$ cat src/rtl/alu_shift_sequencer.sv
// Multi-position shifter: one bit position per clock, handshaked in and out.
// Optional rotate support is enabled by defining ALU_SHIFT_ROTATE_EN.
module alu_shift_sequencer #(
  parameter int WIDTH = 32,
  parameter int AMT_W = 5
) (
  input  logic             clk,
  input  logic             rst,
  input  logic             in_valid,
  output logic             in_ready,
  input  logic [WIDTH-1:0] in_data,
  input  logic [AMT_W-1:0] in_amt,
  input  logic             in_dir,
  input  logic             in_arith,
  input  logic             in_rot,
  output logic             out_valid,
  input  logic             out_ready,
  output logic [WIDTH-1:0] out_data,
  output logic             out_carry,
  output logic             busy
);

  typedef enum logic [1:0] {IDLE, SHIFT, DONE} state_t;

`ifdef ALU_SHIFT_ROTATE_EN
  localparam bit ROT_EN = 1'b1;
`else
  // Rotate request is still captured, but masked off so every op is a plain shift.
  localparam bit ROT_EN = 1'b0;
`endif

  state_t           state;
  logic [AMT_W-1:0] cnt;
  logic             dir_q;
  logic             arith_q;
  logic             rot_q;
  logic [WIDTH:0]   step_p0;

  // Single-position step: returns {exiting bit, shifted word}.
  function automatic logic [WIDTH:0] shift_step(
    input logic [WIDTH-1:0] v,
    input logic             dir,
    input logic             arith,
    input logic             rot
  );
    logic exit_bit;
    logic fill;
    exit_bit = dir ? v[0] : v[WIDTH-1];
    if (rot)
      fill = exit_bit;
    else if (dir && arith)
      fill = v[WIDTH-1];
    else
      fill = 1'b0;
    if (dir)
      shift_step = {exit_bit, fill, v[WIDTH-1:1]};
    else
      shift_step = {exit_bit, v[WIDTH-2:0], fill};
  endfunction

  assign step_p0 = shift_step(out_data, dir_q, arith_q, rot_q & ROT_EN);

  always_ff @(posedge clk) begin
    if (rst) begin
      state     <= IDLE;
      cnt       <= '0;
      in_ready  <= 1'b1;
      out_valid <= 1'b0;
      busy      <= 1'b0;
      out_data  <= '0;
      out_carry <= 1'b0;
    end else begin
      case (state)
        IDLE: begin
          if (in_valid) begin
            out_data  <= in_data;
            out_carry <= 1'b0;
            cnt       <= in_amt;
            dir_q     <= in_dir;
            arith_q   <= in_arith;
            rot_q     <= in_rot;
            in_ready  <= 1'b0;
            busy      <= 1'b1;
            if (in_amt != '0) begin
              state <= SHIFT;
            end else begin
              state     <= DONE;
              out_valid <= 1'b1;
            end
          end
        end
        SHIFT: begin
          {out_carry, out_data} <= step_p0;
          cnt <= cnt - AMT_W'(1);
          if (cnt == AMT_W'(1)) begin
            state     <= DONE;
            out_valid <= 1'b1;
          end
        end
        DONE: begin
          if (out_ready) begin
            state     <= IDLE;
            out_valid <= 1'b0;
            in_ready  <= 1'b1;
            busy      <= 1'b0;
          end
        end
        default: begin
          state     <= IDLE;
          out_valid <= 1'b0;
          in_ready  <= 1'b1;
          busy      <= 1'b0;
        end
      endcase
    end
  end

endmodule

$ cat config.mk
export PLATFORM = sky130hd
export DESIGN_NAME = alu_shift_sequencer
export DESIGN_NICKNAME = d
export VERILOG_FILES = /design/src/rtl/alu_shift_sequencer.sv
export SDC_FILE = /design/constraint.sdc
export NUM_CORES = 1
export LEC_CHECK = 0
export BUFFER_PORTS_ARGS = -buffer_cell sky130_fd_sc_hd__buf_4
export CAP_MARGIN = 10
export CORE_MARGIN = 2
export CORE_UTILIZATION = 25
export DETAILED_ROUTE_END_ITERATION = 7
export PLACE_DENSITY = 0.49
export RECOVER_POWER = 50
export SYNTH_ARGS = -nofsm -noshare
export SYNTH_HDL_FRONTEND = slang
export SYNTH_SLANG_ARGS = --single-unit
export TNS_END_PERCENT = 10
$ cat constraint.sdc
create_clock -name clk -period 2.2 [get_ports clk]
set_input_delay 0.66 -clock clk [delete_from_list [all_inputs] [get_ports clk]]
set_output_delay 0.66 -clock clk [all_outputs]
set_load 0.02 [all_outputs]
==> results.md <==
* Area share of the leading cell type in the synthesized netlist at ~31%
* Global route overflow at 0
* Rows at 38
* IO Port Bufs at 78
* Synthesized area at 2780 sq um
* Post-layout util at 32.0%
* Final wirelength at approximately 7700 um
* Syn_area_per_cell at roughly 10 sq um
* Total core area at 10800 sq um
* GPL Wtd Cong at between 0.7 and 0.8
* Minimum clock period at 1650 ps
* Skew-Pair Late Insertion Delay at 300 ps
* Worst Path Arrival at 1840 ps
* Post-CTS Hold Buffers at 0
* Vias in the first global route at roughly 2400
* CTS root buf: clkbuf_8
* Clock transition at path regs at about 90 ps
* Final Cell Area at 3470 sq um
* DR top layer: met4
* Clock Tree Buf Depth at 2
* Die height at about 110 um
* Routed met1 length at approximately 3800 um
* WP data required at 2390 ps
* Initial antenna violation count at 0
* Fill cells at roughly 1200
* Post-synth EDFFs at 2
* CTS tree: built
* Post-synth ARST share at 0%
* WHS Path Cells at 2
* I/O pin cnt at 80
* Post-CTS Resized at 0
* # diodes at 0
* Die ar. at 12000 sq um
* P&R area growth vs syn at 24.5%
* Slew margin rel. at 66.5%
* Final setup vio count at 0
* First-pass GRT wire length at 12500 um
* Worst Skew at 14.7 ps
* Clock sinks at 45
* Post-DRT Antenna Nets at 0
* Tightest Pin Transition at roughly 500 ps
* Largest net degree at the start of global routing at 39
* DR iter-0 viols at 63
* Endpoints failing hold at 0
* RSZ-0062 raised after global routing: false
* Critical path class: flip-flop to flip-flop
* Leakage power at 0.00133 uW
* R2R Setup Slk at 550 ps
* Synth cell count leaders: 43 x dfxtp_1, 41 x nor2_1, 30 x nor3_2
* Part of the cycle the worst path needs at approximately three quarters
* Critical Path End Type: flip-flop
* CP startpoint kind: flip-flop
* Min-Delay Path Class: flip-flop to flip-flop
* Via/cell ratio at approximately 4.8
* DP Wirelength at 5280 um
* Metal3 WL at 277 um
* Mapped Cells at 267
* Seq/Total Area, Yosys at about 33%
* Drt first pass iters at 4
* Nets@finish at 382
* Setup bufs post-CTS at 0
* Met2 wire length at ~3600 um
* RR Startpoint: state[1]$_SDFFE_PP0P_
* PwrDens at 741 nW/um^2
* Share of cells above drive strength 1 at 47.2%
* Post-synthesis register bit count at 45
* Setup crit start: state[1]$_SDFFE_PP0P_
* Yosys cell types at 39
* CP max FO at 17
* Gr usage total at 13.5%
* Hold Startpoint: cnt[1]$_SDFFE_PP0P_
* Status: complete, no violations
* Dominant cells by area after synthesis: dfxtp_1 31%, a221oi_2 15%, nor3_2 11%
* CP Capture Point: out_data[17]$_SDFFE_PP0P_
* Max-cap violations at 0
* Crit Reg-Reg Endpoint: out_data[17]$_SDFFE_PP0P_
* H-tree lvl count at 2
* Maximum vdd drop at 0.311 mV
* Starting Density at 25.7%
* Maximum clock rate at 606 MHz
* Sum Neg Setup Slack at 0 ps
* Most frequent cell after synthesis: dfxtp_1
* Die Width at 110 um
* Yosys top cell by area: dfxtp_1
* Via count at 2290
* Slew Limit Fails at 0
* Ys flop type: dfxtp_1
* Syn_nets at 313
* CTS Buf Count at 5
* Synth Warn # at 0
* Placed cell area at 3490 sq um
* DRC viols at 0
* Wire length per cell at 16.1 um
* Worst-case reg-to-reg path depth at 4
==> worst min-delay path by stage <==
stage                                      to
final                     cnt[1]$_SDFFE_PP0P_
after global routing      cnt[1]$_SDFFE_PP0P_
after CTS                 cnt[1]$_SDFFE_PP0P_
after detailed placement  cnt[1]$_SDFFE_PP0P_
after global placement    cnt[1]$_SDFFE_PP0P_
after floorplan           cnt[1]$_SDFFE_PP0P_
==> routing by layer <==
layer,global-route usage (%),vias to the layer above
met1,18.4,1109
met5,0,-
met4,2.71,0
met2,22.2,56
met3,2.43,4
li1,-,1121
==> area by class of cell <==
type,count,area (sq um),area share [%]
clock buffers,7,86.3,2.49
clock inverters,1,30.0,0.866
inverters,5,18.8,0.542
multi-input cells,191,1630,47.1
flip-flops and latches,45,921,26.6
well taps,140,175,5.05
repair buffers,88,603,17.4
==> where the power goes <==
part           switching [uW]  leakage (uW)  internal (uW)
Clock                     303     0.0000585            371
Combinational             488      0.000899            380
Sequential                109      0.000375            917
==> state kept, by name, summed over array words and instances, names as in the netlist <==
register,count
out_data,32
cnt,5
state,2
arith_q,1
busy,1
dir_q,1
in_ready,1
out_carry,1
out_valid,1
==> critical path, stage by stage (launching register included) <==
cell      delay [ps]
dfxtp_1          640
nor2b_4           70
clkbuf_2         340
a221oi_1         420
nor3_2            60
==> cell usage in the layout, fill, tap and decap left out, drive strengths merged, types with 2 or more instances in the layout <==
cell type and n:
a21oi 11, nor3 36, nor2 44, o21ai 4, ha 2, edfxtp 2
clkbuf 38, dfxtp 43, nor2b 3, inv 5, nand2 10, mux2 31
xor2 2, a221oi 29, buf 57, a211oi 4, nand2b 2, o221ai 4
==> through the flow <==
| step | setup slack (ps) | total power [uW] | hold WS, ps | std cells |
|---|---|---|---|---|
| 2_1_floorplan | 593 | 1670 | 445 | 267 |
| 3_3_place_gp | 285 | 1980 | 463 | 469 |
| 3_5_place_dp | 276 | 1990 | 468 | 469 |
| 4_1_cts | 569 | 2670 | 484 | 477 |
| 5_1_grt | 406 | 2730 | 495 | 477 |
| 6_report | 551 | 2570 | 488 | 477 |
==> cell families (layout without fill, tap and decap cells) <==
logic type / count (synthesis) / after routing / share of synthesized area (%)
buffers and inverters: 31 / 101 / 7.60
muxes: 32 / 32 / 13.6
adders and majority gates: 2 / 2 / 0.899
xor gates and xnor gates: 2 / 2 / 0.629
DFF: 45 / 45 / 33.1
AOI/OAI and AO/OA: 56 / 56 / 21.9
and+or+nand+nor: 99 / 99 / 22.3
Power figures use the tool's default switching activity.
